`config.mk`:
```
export PLATFORM = sky130hd
export DESIGN_NAME = exec_controller
export DESIGN_NICKNAME = d
export VERILOG_FILES = /design/src/rtl/exec_controller.sv
export SDC_FILE = /design/constraint.sdc
export NUM_CORES = 1
export LEC_CHECK = 0
export CAP_MARGIN = 20
export CORE_AREA = 4 4 170 172
export DETAILED_ROUTE_END_ITERATION = 8
export DIE_AREA = 0 0 174 176
export GPL_ROUTABILITY_DRIVEN = 0
export PLACE_DENSITY = 0.74
export RECOVER_POWER = 100
export REMOVE_ABC_BUFFERS = 1
export SLEW_MARGIN = 20
export SYNTH_ARGS = -nofsm -noshare
export SYNTH_HDL_FRONTEND = slang
export SYNTH_SLANG_ARGS = --single-unit
```
`constraint.sdc`:
```
create_clock -name clk -period 4.75 [get_ports clk]
set_input_delay 1.425 -clock clk [delete_from_list [all_inputs] [get_ports clk]]
set_output_delay 1.425 -clock clk [all_outputs]
set_load 0.1 [all_outputs]
```
`src/rtl/exec_controller.sv`:
```
// Multi-cycle execute controller: IDLE -> READ -> EXEC -> (MEM) -> (WB) for decoded instructions.
// Optional: define EXEC_CTRL_MEM_TIMEOUT_EN to abort a memory access after 16 cycles without mem_ack.
module exec_controller (
  input  logic        clk,
  input  logic        reset,
  input  logic        instr_valid,
  output logic        instr_ready,
  input  logic [31:0] ir,
  input  logic [31:0] id,
  output logic [4:0]  rs_addr,
  output logic [4:0]  rt_addr,
  input  logic [31:0] rs_data,
  input  logic [31:0] rt_data,
  output logic [31:0] alu_id,
  output logic [31:0] alu_a,
  output logic [31:0] alu_b,
  input  logic [31:0] alu_result,
  output logic        mem_req,
  output logic        mem_we,
  output logic [31:0] mem_addr,
  output logic [31:0] mem_wdata,
  input  logic        mem_ack,
  input  logic [31:0] mem_rdata,
  output logic        rf_we,
  output logic [4:0]  rf_waddr,
  output logic [31:0] rf_wdata,
  output logic        pc_load,
  output logic [31:0] pc_target,
  output logic        busy,
  output logic        err
);

  typedef enum logic [2:0] {IDLE, READ, EXEC, MEM, WB} state_e;
  typedef enum logic [2:0] {CLS_ALUR, CLS_ALUI, CLS_LOAD, CLS_STORE, CLS_JUMP, CLS_ILL} cls_e;

  state_e      state_q;
  logic [31:0] ir_q;
  logic [31:0] id_q;
  logic [31:0] result_q;
  logic [31:0] mem_addr_q;
  logic [31:0] mem_wdata_q;
  logic        tmo_err_q;
`ifdef EXEC_CTRL_MEM_TIMEOUT_EN
  logic [3:0]  tmo_cnt_q;
`endif

  cls_e        cls;
  logic        is_alu;
  logic [31:0] imm_sext;
  logic [4:0]  waddr;
  logic        unused_ir;

  always_comb begin
    case (id_q)
      32'd1, 32'd3, 32'd5, 32'd7, 32'd9, 32'd11, 32'd22, 32'd23, 32'd24: cls = CLS_ALUR;
      32'd2, 32'd4, 32'd6, 32'd8, 32'd10, 32'd12:                        cls = CLS_ALUI;
      32'd13:                                                           cls = CLS_LOAD;
      32'd14:                                                           cls = CLS_STORE;
      32'd21:                                                           cls = CLS_JUMP;
      default:                                                          cls = CLS_ILL;
    endcase
  end

  assign is_alu    = (cls == CLS_ALUR) || (cls == CLS_ALUI);
  assign imm_sext  = {{16{ir_q[15]}}, ir_q[15:0]};
  assign waddr     = (cls == CLS_ALUR) ? ir_q[15:11] : ir_q[20:16];
  assign unused_ir = ^ir_q[31:26];

  // Timeout error is registered so it pulses in the first IDLE cycle after an abandoned access.
  always_ff @(posedge clk) begin
    if (reset) begin
      state_q     <= IDLE;
      ir_q        <= 32'd0;
      id_q        <= 32'd0;
      result_q    <= 32'd0;
      mem_addr_q  <= 32'd0;
      mem_wdata_q <= 32'd0;
      tmo_err_q   <= 1'b0;
`ifdef EXEC_CTRL_MEM_TIMEOUT_EN
      tmo_cnt_q   <= 4'd0;
`endif
    end else begin
      tmo_err_q <= 1'b0;
      case (state_q)
        IDLE: begin
          if (instr_valid) begin
            ir_q    <= ir;
            id_q    <= id;
            state_q <= READ;
          end
        end
        READ: state_q <= EXEC;
        EXEC: begin
          case (cls)
            CLS_ALUR, CLS_ALUI: begin
              result_q <= alu_result;
              state_q  <= WB;
            end
            CLS_LOAD, CLS_STORE: begin
              mem_addr_q  <= rs_data + imm_sext;
              mem_wdata_q <= rt_data;
`ifdef EXEC_CTRL_MEM_TIMEOUT_EN
              tmo_cnt_q   <= 4'd0;
`endif
              state_q     <= MEM;
            end
            default: state_q <= IDLE;
          endcase
        end
        MEM: begin
          // An ack in the 16th cycle is checked first, so it beats the timeout.
          if (mem_ack) begin
            if (cls == CLS_LOAD) begin
              result_q <= mem_rdata;
              state_q  <= WB;
            end else begin
              state_q  <= IDLE;
            end
          end
`ifdef EXEC_CTRL_MEM_TIMEOUT_EN
          else if (tmo_cnt_q == 4'd15) begin
            tmo_err_q <= 1'b1;
            state_q   <= IDLE;
          end else begin
            tmo_cnt_q <= tmo_cnt_q + 4'd1;
          end
`endif
        end
        WB:      state_q <= IDLE;
        default: state_q <= IDLE;
      endcase
    end
  end

  assign instr_ready = (state_q == IDLE);
  assign busy        = (state_q != IDLE);

  assign rs_addr = (state_q == READ) ? ir_q[25:21] : 5'd0;
  assign rt_addr = (state_q == READ) ? ir_q[20:16] : 5'd0;

  assign alu_id = (state_q == EXEC && is_alu) ? id_q : 32'd0;
  assign alu_a  = (state_q == EXEC && is_alu) ? rs_data : 32'd0;
  assign alu_b  = (state_q == EXEC && cls == CLS_ALUR) ? rt_data :
                  (state_q == EXEC && cls == CLS_ALUI) ? imm_sext : 32'd0;

  assign mem_req   = (state_q == MEM);
  assign mem_we    = (state_q == MEM) && (cls == CLS_STORE);
  assign mem_addr  = mem_addr_q;
  assign mem_wdata = mem_wdata_q;

  // Writes to register 0 are dropped; the WB cycle still happens.
  assign rf_we    = (state_q == WB) && (waddr != 5'd0);
  assign rf_waddr = (state_q == WB) ? waddr : 5'd0;
  assign rf_wdata = (state_q == WB) ? result_q : 32'd0;

  assign pc_load   = (state_q == EXEC) && (cls == CLS_JUMP);
  assign pc_target = pc_load ? {6'b0, ir_q[25:0]} : 32'd0;

  assign err = ((state_q == EXEC) && (cls == CLS_ILL)) || tmo_err_q;

endmodule

```
# After elaboration in Yosys (flattened, before gate mapping)
# Memory sizes are Yosys's and may differ from the RTL's. A register that Yosys moved wholly into a read port is not among the register bits.
# Cells that the tools add are included.
dict set report totals {
  rom_bits 96
  ff_bits 157
  out_inout_bits 246
  n_memories 1
  inputBits 196
  elab_cells 63
}
dict set report op_classes {
  muxes 22
  n_reduce_logical 20
  eq_ne 13
  addsub 1
}
# name words width rd rd_ports_with_merged_regs wr line
set mem_list {}
lappend mem_list {{(no name shown)} 32 3 1 1 0 54} ;# case (id_q)
# operator n
set ops {}
lappend ops {{32-bit 2-to-1 mux} 8}
lappend ops {{32-bit case mux with 2 select lines} 1}
lappend ops {{32-bit adder} 1}
lappend ops {{5-bit 2-to-1 mux} 6}
lappend ops {{27-bit logical NOT} 1}
lappend ops {{26-bit 2-to-1 mux} 1}
lappend ops {{3-bit by 2-bit equality test with 1-bit output (second input constant)} 4}
lappend ops {{3-bit 2-to-1 mux} 4}
lappend ops {{3-bit case mux with 4 select lines} 1}
lappend ops {{3-bit equality test (second input constant)} 3}
lappend ops {{1-bit logical AND} 7}
lappend ops {{3-bit by 1-bit equality test with 1-bit output (second input constant)} 2}
lappend ops {{3-bit logical NOT} 2}
lappend ops {{2-bit by 1-bit inequality test with 1-bit output (second input constant)} 3}
lappend ops {{3-bit case mux with 2 select lines} 1}
lappend ops {{2-bit AND reduction} 3}
lappend ops {{5-bit nonzero test} 1}
lappend ops {{4-bit AND reduction} 1}
lappend ops {{2-bit OR reduction} 2}
lappend ops {{3-bit nonzero test} 1}
lappend ops {{2-bit inequality test (second input constant)} 1}
lappend ops {{2-bit nonzero test} 1}
lappend ops {{1-bit logical OR} 1}

# Longest topological paths before layout
dict set report depth {
  depth_word 6
  depth_mapped 11
}

# Worst setup path before layout
# No wires, ideal clock.
dict set report synth_path {
  kind {reg-to-output}
  startpoint {register state_q[0]}
  endpoint {output port busy}
  stages_incl_launch_ff 4
  t_arrival_ns 3.924
  required_ns 3.325
  setup_slack_ns -0.599
  path_cell_list {dfxtp_1 clkbuf_1 nor3_1 inv_1}
}
dict set report synth_via {
  elab_chain_len 1
}
# item line
set synth_lines {}
lappend synth_lines {{start, declared} 36} ;# state_e state_q;
lappend synth_lines {{start signal, assigned} 72} ;# state_q <= IDLE;
lappend synth_lines {{start signal, assigned} 89} ;# state_q <= READ;
lappend synth_lines {{start signal, assigned} 92} ;# READ: state_q <= EXEC;
lappend synth_lines {{3-bit nonzero test} 136} ;# assign busy = (state_q != IDLE);
lappend synth_lines {{end, declared} 29} ;# output logic busy,
# No other way between the ends.

# Worst setup path after layout
dict set report layout_path {
  startpoint {register id_q[7]}
  endpoint {output port alu_b[18]}
}
dict set report layout_via {
  elab_chain_len 6
  elab_cells_between_ends 8
  classes_between {eq/ne (1); mux (3); reduce/logical (4)}
}
# item line
set layout_lines {}
lappend layout_lines {{start, declared} 38} ;# logic [31:0] id_q;
lappend layout_lines {{start signal, assigned} 88} ;# id_q <= id;
lappend layout_lines {{27-bit logical NOT (*)} 54}
lappend layout_lines {{3-bit 2-to-1 mux (*)} 54}
lappend layout_lines {{3-bit by 1-bit equality test with 1-bit output} 144} ;# (state_q == EXEC && cls == CLS_ALUI) ? imm_sext : 32'd0;
lappend layout_lines {{1-bit logical AND} 144}
lappend layout_lines {{32-bit 2-to-1 mux} 144}
lappend layout_lines {{32-bit 2-to-1 mux (*)} 143} ;# assign alu_b = (state_q == EXEC && cls == CLS_ALUR) ? rt_data :
lappend layout_lines {{end, declared} 16} ;# output logic [31:0] alu_b,
# Mark *: on every way between the ends. The rest lies on a longest branch, timed or not.

==> results.py <==
metrics = {
    "synth": {
        "synth.area.top_cells": "dfxtp_1 (35%), nand2_1 (12%), a21oi_1 (7.4%)",
        "ys_dominant_reg_cell": "dfxtp_1",
        "netlist_area_sq_um": 9050,
        "synth_top_area_cell": "dfxtp_1",
        "synthArstFlopShare": 0,
        "syn_inst": 1205,
        "yosys_warnings": 0,
        "seq_area_frac_synth": 0.354,
        "syn_area_per_cell_sq_um": 7.51,
        "ys_seq_elements": 160,
        "synth_edf_count": 0,
        "synth_cell_type_count": 65,
        "synth_top_cell_area_share": 0.354,
    },
    "timing": {
        "worst_slew_pin_slew_ps": 2470,
        "finalSetupViolCount": 0,
        "rsz0062_at_grt": "false",
        "fin_skew_ps": 16.5,
        "fmax_ghz": 0.220,
        "drv_slew": 143,
        "relSlewSlack": -0.648,
        "period_needed_ps": 4540,
        "setup_tns_ps": 0,
        "hold_slack_ps": 446,
        "min_period_over_period": 0.956,
        "finalHoldViolCount": 0,
    },
    "routing": {
        "drt-initial-drc-count": 593,
        "wl_met3_um": 2510,
        "dr.pass1.iters": 5,
        "route.met2.wl_um": 17100,
        "drc": 0,
        "viasPerCell": 5.11,
        "vias": 9818,
        "wl_um": 34900,
        "ant_nets": 0,
        "wire_per_inst_um": 18.2,
        "top_layer": "met5",
        "wl_met1_um": 14400,
    },
    "worst_setup_path": {
        "critical_path_class": "reg -> out",
        "cp_data_required_time_ps": 3320,
        "crit_slowest_cell": "nor4_1",
        "crit_cells": 10,
        "crit_family": "simple AND/OR/NAND/NOR gates",
        "cp_max_fo": 38,
        "crit_top_cell": "buf_6",
        "worstPathArrival_ps": 3110,
        "worstRegToRegCells": 8,
        "cp_cell_sequence": "nor4_1 -> nand4_1 -> nor3_4 -> nand2_1 -> nor2_2 -> buf_6 -> and3_1 -> clkbuf_4 -> a21o_1 -> buf_6",
        "slowest_delay_ps": 390,
        "cp-end-kind": "output pin",
        "critPathLaunchType": "flop",
        "path_buf_inv": 3,
    },
    "cts": {
        "holdBufCountCts": 0,
        "clkTransAtPathRegs_ps": 80,
        "cts-buffers-inserted": 17,
        "clock_latency_ps": 430,
        "tritoncts": "yes",
        "ctsRootBufferMaster": "clkbuf_16",
        "clkSinkCount": 160,
        "htree_num_levels": 4,
        "cts.path.max_buffers": 2,
    },
    "cells_and_area": {
        "final_layout_size_suffix_gt1_frac": 0.129,
        "areaGrowthSynthToFinish_pct": 52.4,
        "fillers": 2680,
        "multiInputGateArea_sq_um": 5310,
        "design_area_sq_um": 13800,
        "ff_latch_area_sq_um": 3200,
        "fin_nets": 1791,
    },
    "floorplanning": {
        "ioPinCount": 442,
        "die_area_sq_um": 30600,
        "core-area_sq_um": 27500,
        "fp.dieH_um": 176,
        "rows": 61,
        "dieWidth_um": 174,
        "start_util": 0.329,
    },
    "global_routing": {
        "grt_use_total": 0.215,
        "grt_pass1_wl_um": 52700,
        "grt_max_degree": 69,
        "grt-ovfl-total": 0,
        "grt_pass1_vias": 9429,
        "antenna_found_initial": 3,
    },
    "pwr": {
        "max-vdd-ir-drop_uv": 212,
        "finalPower_uw": 3590,
        "p_leak_uw": 0.00610,
        "power_density_nw_per_um2": 260,
    },
    "place": {
        "io_buffers": 402,
        "dpl_cell_area_sq_um": 14100,
        "dp.final_hpwl_um": 26200,
    },
    "hold_path": {
        "hold_class": "reg -> reg",
        "holdPathStages": 2,
    },
    "status": {
        "outcome": "finished, violations left",
        "failed_checks": "capacitance limit, slew limit",
    },
    "run": {
        "maxCapViolCount": 3,
    },
}
==> worst min-delay path: stages, from the launching register on <==
cell and delay (ps):
dfxtp_1 310, nand2_1 50, a21oi_1 50
==> registers in the layout (all words and copies together) (netlist names), named ones only <==
name       count
id_q          32
ir_q          26
mem_wdata     32
result_q      32
mem_addr      32
state_q        3
==> metrics by stage <==
stage | std cells | utilization | setup slack, ps
2_1_floorplan | 1119 | - | -716
3_3_place_gp | 1887 | 0.513 | 366
3_5_place_dp | 1887 | 0.513 | 328
4_1_cts | 1919 | 0.537 | 69.4
5_1_grt | 1921 | 0.502 | 33.1
6_report | 1921 | 0.502 | 211
==> final timing paths <==
kind / start / end / slack (ps)
hold reg to reg: mem_addr[9] / mem_addr[9] / 450
hold / removal: mem_addr[9] / mem_addr[9] / 450
setup / recovery: id_q[7] / alu_b[18] / 210
setup reg to reg: id_q[7] / mem_addr[2] / 970
==> cell type report <==
class / instances / share of cell area
Multi-Input combinational cell: 947 / 0.385
Sequential cell: 160 / 0.232
Clock inverter: 15 / 0.0156
Clock buffer: 17 / 0.0308
Antenna cell: 2 / 0.000363
Tap cell: 346 / 0.0314
Inverter: 12 / 0.00326
Timing Repair Buffer: 422 / 0.302
==> cell usage in the layout (no fill, tap or decap), types with 33 or more instances in the layout <==
cell type	synthesis	final
nand2_1	299	299
clkdlybuf4s50_1	0	185
dfxtp_1	160	160
a21oi_1	134	134
nor2_1	72	70
dlygate4sd3_1	0	67
clkbuf_2	0	63
and3_1	60	60
buf_12	0	43
and2_0	0	39
a21o_1	38	38
a311oi_1	34	34
ha_1	34	34
conb_1	1	33
==> synthesized netlist by cell type (2+ instances only) <==
library cell and n:
a2111oi_0 2, a211oi_1 10, a21o_1 38, a21oi_1 134, a221oi_1 2, a22o_1 15
a311oi_1 34, a31oi_1 9, and2_1 53, and3_1 60, and4_1 2, buf_1 9
buf_2 21, buf_4 33, clkbuf_1 54, dfxtp_1 160, ha_1 34, inv_1 11
mux2i_1 9, nand2_1 299, nand2b_1 2, nand3_1 16, nand3b_1 2, nand4_1 7
nor2_1 72, nor2b_1 2, nor3_1 13, nor3b_2 2, nor4_1 8, nor4b_1 4
o211ai_1 2, o21a_1 4, o21ai_0 23, o21ai_1 3, o21bai_1 2, o22ai_1 2
or4_1 2, xnor2_1 14, xor2_1 10
==> logic make-up after synthesis <==
kind of cell,after synthesis,share of synthesized area
AND/OR/NAND/NOR,552,0.281
AO/OA/AOI/OAI,294,0.211
flip-flops,160,0.354
buffers and inverters,130,0.0713
adder cells (fa/ha/maj),35,0.0492
XOR/XNOR,24,0.0232
multiplexers,9,0.00995
other,1,0.000414
==> power breakdown <==
| part | leakage [uW] | total [uW] | internal, uW | switching, uW |
|---|---|---|---|---|
| combinational | 0.00449 | 690 | 271 | 418 |
| clock | 0.000310 | 1490 | 777 | 711 |
| sequential | 0.00130 | 1410 | 1370 | 37.4 |
| total | 0.00610 | 3590 | 2420 | 1170 |
==> per-layer routing <==
layer	up-vias	global-route usage
li1	4809	-
met1	4566	0.263
met2	384	0.366
met3	57	0.0537
met4	2	0.0792
met5	-	0
==> repair_timing <==
item / in CTS / in global routing
gates resized for setup: 0 / 1
setup endpoints to repair: 0 / 17
endpoints found under the hold margin: 0 / 0
buffers inserted: 0 / 0
(Power assumes the default switching activity.)
